`src/rtl/f1_delay_ctrl_if.sv`:
```
// Command / response bundle between the F1 light FSM and the delay controller.
// The master (light FSM side) drives the command levels and the driver button.
// The slave (delay controller) returns the step ticks and the timing results.
interface f1_delay_ctrl_if;
  logic        cmd_seq;
  logic        cmd_delay;
  logic        trigger;
  logic        en;
  logic        time_out;
  logic        jump_start;
  logic [15:0] react_time;
  logic        react_valid;

  modport master (
    output cmd_seq, cmd_delay, trigger,
    input  en, time_out, jump_start, react_time, react_valid
  );

  modport slave (
    input  cmd_seq, cmd_delay, trigger,
    output en, time_out, jump_start, react_time, react_valid
  );
endinterface

```
`src/rtl/f1_delay_ctrl.sv`:
```
// f1_delay_ctrl: timing responder for the F1 start-light sequencer.
// Generates light step ticks, runs the pseudo-random lights-out hold delay
// and measures the driver's reaction time in clock cycles.
module f1_delay_ctrl #(
  parameter int unsigned TICK_DIV = 48,
  parameter int unsigned LFSR_W   = 7
) (
  input  logic           clk,
  input  logic           rst_n,
  f1_delay_ctrl_if.slave bus
);

  typedef enum logic [1:0] {
    IDLE  = 2'd0,
    SEQ   = 2'd1,
    DELAY = 2'd2,
    REACT = 2'd3
  } state_t;

  localparam logic [15:0]       PCNT_LAST = 16'(TICK_DIV - 1);
  localparam logic [LFSR_W-1:0] LFSR_ONE  = LFSR_W'(1);
  localparam logic [15:0]       RCNT_MAX  = 16'hFFFF;

  state_t            state;
  state_t            state_next;
  logic [15:0]       pcnt;
  logic [LFSR_W-1:0] lfsr;
  logic [LFSR_W-1:0] dcnt;
  logic [15:0]       rcnt;
  logic              entry;
  logic              tick;
  logic              expire;
  logic              en_next;
  logic              time_out_next;
  logic              jump_start_next;
  logic              react_valid_next;

  // The prescaler only counts in SEQ/DELAY, so a tick can only occur there.
  assign tick   = ((state == SEQ) || (state == DELAY)) && (pcnt == PCNT_LAST);
  assign expire = tick && (dcnt == LFSR_ONE);

  // State register.
  always_ff @(posedge clk or negedge rst_n) begin
    if (!rst_n) state <= IDLE;
    else        state <= state_next;
  end

  // Next-state logic; a cmd_delay drop in DELAY beats a same-cycle expiry.
  always_comb begin
    state_next = state;
    case (state)
      IDLE: begin
        if (bus.cmd_delay)    state_next = DELAY;
        else if (bus.cmd_seq) state_next = SEQ;
      end
      SEQ: begin
        if (bus.cmd_delay)     state_next = DELAY;
        else if (!bus.cmd_seq) state_next = IDLE;
      end
      DELAY: begin
        if (!bus.cmd_delay) state_next = IDLE;
        else if (expire)    state_next = REACT;
      end
      REACT: begin
        if (bus.trigger) state_next = IDLE;
      end
      default: state_next = IDLE;
    endcase
  end

  // Output decode; each pulse belongs to exactly one state, so they never overlap.
  always_comb begin
    en_next          = 1'b0;
    time_out_next    = 1'b0;
    jump_start_next  = 1'b0;
    react_valid_next = 1'b0;
    case (state)
      SEQ:     en_next          = tick;
      DELAY: begin
        jump_start_next = !bus.cmd_delay;
        time_out_next   = bus.cmd_delay && expire;
      end
      REACT:   react_valid_next = bus.trigger;
      default: ;
    endcase
  end

  // Registered outputs; react_time only changes when a measurement completes.
  always_ff @(posedge clk or negedge rst_n) begin
    if (!rst_n) begin
      bus.en          <= 1'b0;
      bus.time_out    <= 1'b0;
      bus.jump_start  <= 1'b0;
      bus.react_valid <= 1'b0;
      bus.react_time  <= 16'd0;
    end else begin
      bus.en          <= en_next;
      bus.time_out    <= time_out_next;
      bus.jump_start  <= jump_start_next;
      bus.react_valid <= react_valid_next;
      if (react_valid_next) bus.react_time <= rcnt;
    end
  end

  // Prescaler: restarts on every state change so step timing is relative to entry.
  always_ff @(posedge clk or negedge rst_n) begin
    if (!rst_n)                                            pcnt <= 16'd0;
    else if (state_next != state)                          pcnt <= 16'd0;
    else if (!((state == SEQ) || (state == DELAY)))        pcnt <= 16'd0;
    else if (pcnt == PCNT_LAST)                            pcnt <= 16'd0;
    else                                                   pcnt <= pcnt + 16'd1;
  end

  // Free-running Fibonacci LFSR; seeded non-zero so it never locks up.
  always_ff @(posedge clk or negedge rst_n) begin
    if (!rst_n) lfsr <= LFSR_ONE;
    else        lfsr <= {lfsr[LFSR_W-2:0], lfsr[LFSR_W-1] ^ lfsr[LFSR_W-2]};
  end

  // Flags the first cycle spent in a state (used to capture the delay length).
  always_ff @(posedge clk or negedge rst_n) begin
    if (!rst_n) entry <= 1'b0;
    else        entry <= (state_next != state);
  end

  // Delay counter: captures the LFSR on DELAY entry, counts down once per tick.
  always_ff @(posedge clk or negedge rst_n) begin
    if (!rst_n) begin
      dcnt <= '0;
    end else if (state == DELAY) begin
      if (entry)     dcnt <= lfsr;
      else if (tick) dcnt <= dcnt - LFSR_ONE;
    end
  end

  // Reaction counter: zeroed at lights-out, then saturating count while in REACT.
  always_ff @(posedge clk or negedge rst_n) begin
    if (!rst_n)                                   rcnt <= 16'd0;
    else if (time_out_next)                       rcnt <= 16'd0;
    else if ((state == REACT) && (rcnt != RCNT_MAX)) rcnt <= rcnt + 16'd1;
  end

endmodule
```
`src/flat_wrapper.sv`:
```
// flat-port wrapper written by rule: the top's interface ports become plain ports
module f1_delay_ctrl_flat 
#(
  parameter int unsigned TICK_DIV = 48,
  parameter int unsigned LFSR_W   = 7
)
  (clk, rst_n, bus_cmd_seq, bus_cmd_delay, bus_trigger, bus_en, bus_time_out, bus_jump_start, bus_react_time, bus_react_valid);
  f1_delay_ctrl_if bus_i ();
  input  logic clk;
  input  logic rst_n;
  input wire logic [$bits(bus_i.cmd_seq)-1:0] bus_cmd_seq;
  input wire logic [$bits(bus_i.cmd_delay)-1:0] bus_cmd_delay;
  input wire logic [$bits(bus_i.trigger)-1:0] bus_trigger;
  output wire logic [$bits(bus_i.en)-1:0] bus_en;
  output wire logic [$bits(bus_i.time_out)-1:0] bus_time_out;
  output wire logic [$bits(bus_i.jump_start)-1:0] bus_jump_start;
  output wire logic [$bits(bus_i.react_time)-1:0] bus_react_time;
  output wire logic [$bits(bus_i.react_valid)-1:0] bus_react_valid;
  assign bus_i.cmd_seq = bus_cmd_seq;
  assign bus_i.cmd_delay = bus_cmd_delay;
  assign bus_i.trigger = bus_trigger;
  assign bus_en = bus_i.en;
  assign bus_time_out = bus_i.time_out;
  assign bus_jump_start = bus_i.jump_start;
  assign bus_react_time = bus_i.react_time;
  assign bus_react_valid = bus_i.react_valid;
  f1_delay_ctrl #(.TICK_DIV(TICK_DIV), .LFSR_W(LFSR_W)) u_core (.clk(clk), .rst_n(rst_n), .bus(bus_i));
endmodule
```
`config.mk`:
```
export PLATFORM = sky130hd
export DESIGN_NAME = f1_delay_ctrl_flat
export DESIGN_NICKNAME = d
export VERILOG_FILES = /design/src/rtl/f1_delay_ctrl_if.sv /design/src/rtl/f1_delay_ctrl.sv /design/src/flat_wrapper.sv
export SDC_FILE = /design/constraint.sdc
export NUM_CORES = 1
export LEC_CHECK = 0
export ABC_AREA = 1
export CELL_PAD_IN_SITES_DETAIL_PLACEMENT = 1
export CELL_PAD_IN_SITES_GLOBAL_PLACEMENT = 2
export CORE_ASPECT_RATIO = 0.7
export CORE_MARGIN = 1.5
export CORE_UTILIZATION = 35
export DETAILED_ROUTE_END_ITERATION = 7
export PLACE_DENSITY = 0.79
export SLEW_MARGIN = 25
export SYNTH_ARGS = -nofsm -noshare
export SYNTH_HDL_FRONTEND = slang
export SYNTH_SLANG_ARGS = --single-unit
```
`constraint.sdc`:
```
create_clock -name clk -period 2.34 [get_ports clk]
set_input_delay 0.351 -clock clk [delete_from_list [all_inputs] [get_ports clk]]
set_output_delay 0.351 -clock clk [all_outputs]
set_load 0.01 [all_outputs]
```
* Yosys cells after proc, flatten, opt, wreduce, memory -nomap -nowiden *
Cells that the tools add are included.

word-level totals
  flip-flop bits (word level) = 69
  bits of input ports = 5
  output and inout port bits = 20
  logic and storage cells = 51

cells by class
  add/sub/neg operators = 3
  equality and inequality tests = 7
  muxes and demuxes = 19
  bitwise logic cells = 1
  reductions and logical operators = 10

operators with widths
  operator                                           count
  2-to-1 mux 16 bit                                  5
  adder 16 x 1 -> 16 bit (second input constant)     2
  == test 16 x 6 -> 1 bit (second input constant)    1
  != test 16 bit (second input constant)             1
  2-to-1 mux 2 bit                                   7
  2-to-1 mux 7 bit                                   2
  one-hot mux 2 bit (4 select lines)                 1
  == test 7 x 1 -> 1 bit (second input constant)     1
  subtractor 7 x 1 -> 7 bit (second input constant)  1
  == test 2 bit (second input constant)              2
  logical AND 1 bit                                  4
  2-to-1 mux 1 bit                                   4
  nonzero test 2 bit                                 2
  == test 2 x 1 -> 1 bit (second input constant)     1
  logical NOT 2 bit                                  1
  != test 2 bit                                      1
  AND reduction 2 bit                                1
  logical NOT 1 bit                                  1
  logical OR 1 bit                                   1
  bitwise XOR 1 bit                                  1

* Logic depth before layout (Yosys ltp) *
Gate-level depths: netlist of the first run.

  depth after elaboration = 9
  mapped depth = 15
  depth with buffers taken out = 13

* Worst setup path after synthesis of the first run *
No wires, ideal clock.

  path kind = register -> register
  start = reg u_core.state[0]
  end = reg u_core.pcnt[12]
  library setup time = 0.122 ns
  data arrival time = 1.842 ns
  required time = 2.218 ns
  slack = 0.376 ns
  stages on the path, launching flop included = 16
  buffers on the path = 2
  period minus slack after synthesis = 1.964 ns
  cell sequence = dfrtp_1 > inv_1 > ha_1 > nand2_1 > inv_1 > nand3_1 > nor2_1 > nand3_2 > buf_6 > nand2_4 > nand2_1 > nand2_1 > nand2_2 > nand3_4 > buf_8 > nor2_2

between the ends
  word-level cells in the longest chain between the ends = 9
  elaborated cells on any way between the ends = 18
  classes of those cells = eq/ne: 4; mux: 10; reduce/logical: 4

RTL lines
  what                                                     line                                                            source
  start: declaration                                       f1_delay_ctrl.sv:24                                             state_t state;
  start signal: assignment                                 f1_delay_ctrl.sv:45                                             else state <= state_next;
  == test 2 x 1 -> 1 bit or == test 2 bit (tied branches)  f1_delay_ctrl.sv:39, f1_delay_ctrl.sv:51, f1_delay_ctrl.sv:109
  logical OR 1 bit                                         f1_delay_ctrl.sv:39, f1_delay_ctrl.sv:109
  logical AND 1 bit                                        f1_delay_ctrl.sv:39                                             assign tick = ((state == SEQ) || (state == DELAY)) && (pcnt == PCNT_LAST);
  logical AND 1 bit                                        f1_delay_ctrl.sv:40                                             assign expire = tick && (dcnt == LFSR_ONE);
  2-to-1 mux 2 bit                                         f1_delay_ctrl.sv:62                                             else if (expire) state_next = REACT;
  2-to-1 mux 2 bit                                         f1_delay_ctrl.sv:61                                             if (!bus.cmd_delay) state_next = IDLE;
  one-hot mux 2 bit (4 select lines)                       f1_delay_ctrl.sv:51                                             case (state)
  != test 2 bit                                            f1_delay_ctrl.sv:108                                            else if (state_next != state) pcnt <= 16'd0;
  2-to-1 mux 16 bit *                                      f1_delay_ctrl.sv:108
  end signal: assignment                                   f1_delay_ctrl.sv:111                                            else pcnt <= pcnt + 16'd1;
  end: declaration                                         f1_delay_ctrl.sv:26                                             logic [15:0] pcnt;

Mark *: on every way between the ends. The rest lies on a longest branch, timed or not.
A chain may end at the register's enable or synchronous reset.

* Final worst setup path of the first run *
  start = reg u_core.state[0]
  end = reg u_core.pcnt[15]

between the ends
  word-level cells in the longest chain between the ends = 9
  elaborated cells on any way between the ends = 18
  classes of those cells = eq/ne: 4; mux: 10; reduce/logical: 4

RTL lines
  what                                                     line                                      source
  == test 2 x 1 -> 1 bit or == test 2 bit (tied branches)  f1_delay_ctrl.sv:39, f1_delay_ctrl.sv:51
  logical OR 1 bit                                         f1_delay_ctrl.sv:39
  logical AND 1 bit                                        f1_delay_ctrl.sv:39
  logical AND 1 bit                                        f1_delay_ctrl.sv:40
  2-to-1 mux 2 bit                                         f1_delay_ctrl.sv:62
  2-to-1 mux 2 bit                                         f1_delay_ctrl.sv:61
  one-hot mux 2 bit (4 select lines) *                     f1_delay_ctrl.sv:51
  net u_core.state_next[1]                                 f1_delay_ctrl.sv:25                       state_t state_next;
  != test 2 bit *                                          f1_delay_ctrl.sv:108
  2-to-1 mux 16 bit *                                      f1_delay_ctrl.sv:108

The timed path passes the listed nets; every way through them passes the cells marked *.

==> results of run 1 <==
## layout make-up
cell class | count | area [µm²] | share of cell area, %
timing repair buffer | 36 | 342 | 8.06
multi-input combinational | 300 | 1500 | 35.4
clock inverter | 5 | 27.5 | 0.650
sequential | 69 | 1730 | 40.8
clock buffer | 11 | 243 | 5.73
tap | 128 | 160 | 3.78
inverter | 62 | 236 | 5.58
## cell usage after synthesis, types with 3 or more instances
master,instances
dfrtp_1,68
o21ai_0,42
inv_1,60
nor2_2,11
clkbuf_1,6
or2_2,3
nand3_1,32
a21oi_1,14
nor2_1,40
nand4_1,13
nand2_1,101
nor3_1,14
ha_1,8
nand3_2,3
## power by group through the flow
stage	clock network, W	logic [W]	registers, W
3_5_place_dp	0	0.00136	0.00154
6_report	0.00122	0.00146	0.00152
4_1_cts	0.00127	0.00138	0.00152
3_3_place_gp	0	0.00133	0.00153
5_1_grt	0.00132	0.00165	0.00155
2_1_floorplan	0	0.000930	0.00150
## flip-flops by register name, indices dropped and copies added (netlist names)
register and flops:
u_core.bus.react_valid 1, u_core.bus.react_time 16, u_core.bus.jump_start 1, u_core.dcnt 7
u_core.bus.time_out 1, u_core.state 2, u_core.lfsr 7, u_core.pcnt 16
u_core.bus.en 1, u_core.rcnt 16, u_core.entry 1
## cells by family after synthesis
kind of cell,count (synthesis)
DFF,69
buffers and inverters,70
xor gates and xnor gates,3
AOI/OAI and AO/OA,64
adders and majority gates,8
and+or+nand+nor,225
## per-stage QoR
| step | cell area (µm²) | util (%) |
|---|---|---|
| 6_report | 4240 | 43.6 |
| 2_1_floorplan | 3510 | - |
| 3_5_place_dp | 3940 | 40.5 |
| 4_1_cts | 4210 | 43.3 |
| 3_3_place_gp | 3940 | 40.5 |
| 5_1_grt | 4240 | 43.6 |
## worst max path at each step
stage                    start               to  slack (ns)  depth (start not counted)
2_1_floorplan  u_core.state[0]  u_core.pcnt[12]        0.38                         15
3_3_place_gp     bus_cmd_delay   u_core.pcnt[0]        0.24                         11
3_5_place_dp   u_core.state[0]   u_core.pcnt[4]        0.07                         12
4_1_cts        u_core.state[0]   u_core.pcnt[1]        0.02                         12
5_1_grt         u_core.pcnt[1]   u_core.rcnt[8]        0.03                         12
6_report       u_core.state[0]  u_core.pcnt[15]        0.25                         14
## layer usage
metal	wire length, µm	up-vias	share of wire (%)
met4	108	0	1.1
li1	-	1492	-
met3	335	13	3.6
met1	5170	1481	55
met2	3800	43	40
met5	0	-	0
## repair_timing
item | CTS | global route
buffers inserted | 0 | 3
endpoints found under the setup margin | 0 | 24
gates resized for setup | 0 | 4
## critical path, delay by kind of cell, from the launching register on
family	cells	cell delay [ns]
fa+ha+maj	1	0.23
buf+inv	3	0.39
flops	1	0.44
simple gates	10	0.91
==> results.cfg, run 1 <==
[status]
status = complete, no violations

[yosys]
yosys.area.top_type = dfrtp_1
ys_types = 33
synth-xor-area-share_pct = 0.749
ys_ff_latch = 69
ys_top_cells_by_area = dfrtp_1 (49%), nand2_1 (11%), inv_1 (6.4%), o21ai_0 (6.0%), nand3_1 (4.6%)
yosysSeqAreaShare_pct = 49.3
ys.flop_type = dfrtp_1
synth-compound-area-share_pct = 9.70
syn_area_per_cell_um2 = 7.99
syn_area_um2 = 3510
synthCells = 439
synth_top_family_by_area = simple AND/OR/NAND/NOR gates
synth_fa_ha_area_share_pct = 2.85
synthArstFlopShare_pct = 100
yosysWarningCount = 0
synth_mux_area_share_pct = 0
synth-edff-count = 0
synth-simple-area-share_pct = 29.4
syn_nets = 452
yosys.area.top_type_share_pct = 48.5

[setup_path]
r2r_slack_ns = 0.25
cpMaxStageDelayCell = dfrtp_1
worst_path_most_repeated_cell = nand2_1
cp-end-kind = flop
path_cells = inv_2 > ha_2 > nand2_1 > inv_1 > nand3_1 > nor2_1 > nand3_2 > nand2_1 > nand2_1 > nand2_1 > nand2_1 > nand3_4 > buf_6 > nor2_1
start_kind = flop
critPathArrivalTime_ns = 2.30
critical_path_class = flop to flop
timing.rr.start = u_core.state[0]
cp_max_fo = 9
crit_required_ns = 2.56
critPathMaxStageDelay_ns = 0.44
r2r_end = u_core.pcnt[15]
worst_r2r_path_depth = 14

[routing]
ant_nets = 0
wl_per_cell_um = 15.4
vias = 3029
route.detailed.drc = 0
drt-vias-per-instance = 4.96
drtPass1Iterations = 4
routed_wl_um = 9420
drtIter0Drc = 120

[grt]
use_met2_pct = 27.3
antenna_found_initial = 0
grt.busiest_layer = met1
met1_usage_pct = 30.0
met3_usage_pct = 4.14
grt_remaining_overflow = 0
grt_pass1_vias = 3082
grt_max_degree = 49
grt_pass1_wl_um = 15800
track_usage_pct = 19.6

[placed_design]
place_hpwl_um = 7030
gp_congestion = 0.793
port_buffers = 24
place_ws_ns = 0.0740
placed_cells = 592

[clock_tree]
clk_pin_slew_ns = 0.06
ctsHoldBuffers = 0
cts_tree = done
cts_buffers = 9
clockRootBuffer = clkbuf_16
htree_levels = 3
cts.sinks = 69
clk_latency_ns = 0.33
clock_path_buffers = 2

[floorplan]
start_util_pct = 36.1
die_area_um2 = 10600
core_area_um2 = 9720
ioPinCount = 25
die_y_um = 86.8
dieWidth_um = 123
rows = 30

[final_layout]
n_fill_cell = 1195
diodes = 0
areaGrowthSynthToFinish_pct = 20.8
mostFrequentLayoutCell = nand2_1
final_cell_mix = nand2_1 (101), dfrtp_1 (68), inv_1 (59), o21ai_0 (42), nor2_1 (40)
stdcell_count = 611
drive_gt1_share_pct = 11.2
nets = 491

[power]
intPower_w = 0.00263
peakVddDrop_mv = 0.512
power.share.combinational_pct = 34.7
seq_power_share_pct = 36.2
swShare_pct = 37.6
p_leak_nw = 1.96
switchingPower_w = 0.00158
pwr-share-clk_pct = 29.1
total_power_w = 0.00421
power_density_nw_per_um2 = 993

[timing]
final-setup-viol-count = 0
hold_viol = 0
finalMaxSlewViolations = 0
rsz0062_at_grt = false
setup_tns_ns = 0
max_freq_mhz = 479
worst-slew-pin-transition_ns = 0.530
period_share_pct = 89.1
slew-limit-headroom_pct = 64.7
fin_ws_ns = 0.254
whs_ns = 0.00125
clock_skew_ns = 0.00514
min_period_ns = 2.09

[min_path]
min_path_type = input pin to async pin

[job]
max-cap-violations = 0
Note: power is estimated with default switching activity, not from simulation.
==> inputs of run 2 (changes only) <==
--- a/config.mk
+++ b/config.mk
@@ -12,6 +12,7 @@
 export CORE_MARGIN = 1.5
 export CORE_UTILIZATION = 35
 export DETAILED_ROUTE_END_ITERATION = 7
+export HOLD_SLACK_MARGIN = 0.06
 export PLACE_DENSITY = 0.79
 export SLEW_MARGIN = 25
 export SYNTH_ARGS = -nofsm -noshare
==> results.cfg, run 2 (synthesis results as in run 1) <==
[timing]
hold_viol = 0
max_freq_mhz = 479
clock_skew_ns = 0.00514
final-setup-viol-count = 0
slew-limit-headroom_pct = 64.5
finalMaxSlewViolations = 0
min_period_ns = 2.09
rsz0062_at_grt = false
setup_tns_ns = 0
whs_ns = 0.378
worst-slew-pin-transition_ns = 0.532
period_share_pct = 89.2

[routing]
drtIter0Drc = 123
routed_wl_um = 9420
vias = 3033
drt-vias-per-instance = 4.96
drtPass1Iterations = 4
route.detailed.drc = 0
wl_per_cell_um = 15.4
ant_nets = 0

[grt]
antenna_found_initial = 0
grt_remaining_overflow = 0
track_usage_pct = 19.6
grt_pass1_vias = 3082
grt_max_degree = 49
grt_pass1_wl_um = 15800

[floorplan]
dieWidth_um = 123
ioPinCount = 25
core_area_um2 = 9720
die_area_um2 = 10600
die_y_um = 86.8
rows = 30
start_util_pct = 36.1

[setup_path]
critPathBufInv = 3
endpoint = u_core.pcnt[15]
critPathMaxStageDelay_ns = 0.44
path_cells = inv_2 > ha_2 > nand2_1 > inv_1 > nand3_1 > nor2_1 > nand3_2 > nand2_1 > nand2_1 > nand2_1 > nand2_1 > nand3_4 > buf_6 > nor2_1
cpMaxStageDelayCell = dfrtp_1
crit_required_ns = 2.56
setup.worst_path.start = u_core.state[0]
cp-end-kind = flop
cp_top_family = simple AND/OR/NAND/NOR gates
worst_r2r_path_depth = 14
r2r_end = u_core.pcnt[15]
r2r_slack_ns = 0.25
start_kind = flop
critPathArrivalTime_ns = 2.30
timing.rr.start = u_core.state[0]
critical_path_class = flop to flop
worst_path_most_repeated_cell = nand2_1
crit_cells = 14
cp_max_fo = 9

[final_layout]
final_cell_mix = nand2_1 (101), dfrtp_1 (68), inv_1 (59), o21ai_0 (42), nor2_1 (40)
largestRegisters = u_core.bus.react_time x16, u_core.pcnt x16, u_core.rcnt x16
areaGrowthSynthToFinish_pct = 21.1
drive_gt1_share_pct = 11.2
diodes = 0
nets = 492
mostFrequentLayoutCell = nand2_1
fin_util_pct = 43.7

[clock_tree]
cts.sinks = 69
clock_path_buffers = 2
clk_latency_ns = 0.33
htree_levels = 3
cts_tree = done
clockRootBuffer = clkbuf_16
clk_pin_slew_ns = 0.05
cts_buffers = 9

[power]
peakVddDrop_mv = 0.512
total_power_w = 0.00421
p_leak_nw = 1.97
power_density_nw_per_um2 = 991

[status]
status = complete, no violations

[placed_design]
place_hpwl_um = 7030
port_buffers = 24
gp_congestion = 0.793

[min_path]
min_path_type = flop to flop
hold_depth = 0

[job]
max-cap-violations = 0
run 2: worst min-delay path by stage:
stage | from | endpoint | slack (ns)
floorplan | rst_n | u_core.bus.en | 0.06
global placement | rst_n | u_core.lfsr[1] | 0.36
detailed placement | rst_n | u_core.lfsr[1] | 0.36
CTS | u_core.lfsr[4] | u_core.lfsr[5] | 0.38
global route | u_core.lfsr[4] | u_core.lfsr[5] | 0.40
finish | u_core.lfsr[4] | u_core.lfsr[5] | 0.38
run 2: layout make-up:
class / instances / area, µm²
Fill cell: 1194 / 5470
Sequential cell: 69 / 1730
Multi-Input combinational cell: 300 / 1500
Timing Repair Buffer: 37 / 352
Clock buffer: 11 / 243
Inverter: 62 / 236
Tap cell: 128 / 160
Clock inverter: 5 / 27.5
run 2: power breakdown:
part	switching [W]	internal, W	leakage (nW)
clock network	0.000487	0.000738	0.135
logic	0.000932	0.000531	0.901
registers	0.000163	0.00136	0.933
run 2: routing by layer:
layer	global-route usage, %	vias to the layer above	wire length, µm
li1	-	1494	-
met1	30.0	1484	5200
met2	27.3	42	3800
met3	4.14	13	311
met4	5.71	0	108
met5	0	-	0
run 2: what timing repair did:
item / in CTS / in global routing
endpoints found under the hold margin: 20 / 0
hold buffers: 1 / 0
setup buffers: 0 / 3
setup endpoints to repair: 0 / 24
resized for setup: 0 / 4
run 2: per-stage QoR:
| stage | std cells | area, µm² | worst slack [ns] |
|---|---|---|---|
| detailed placement | 592 | 3940 | 0.0740 |
| floorplan | 439 | 3510 | 0.376 |
| global placement | 592 | 3940 | 0.239 |
| CTS | 609 | 4220 | 0.0159 |
| global route | 612 | 4250 | 0.0349 |
| finish | 612 | 4250 | 0.253 |
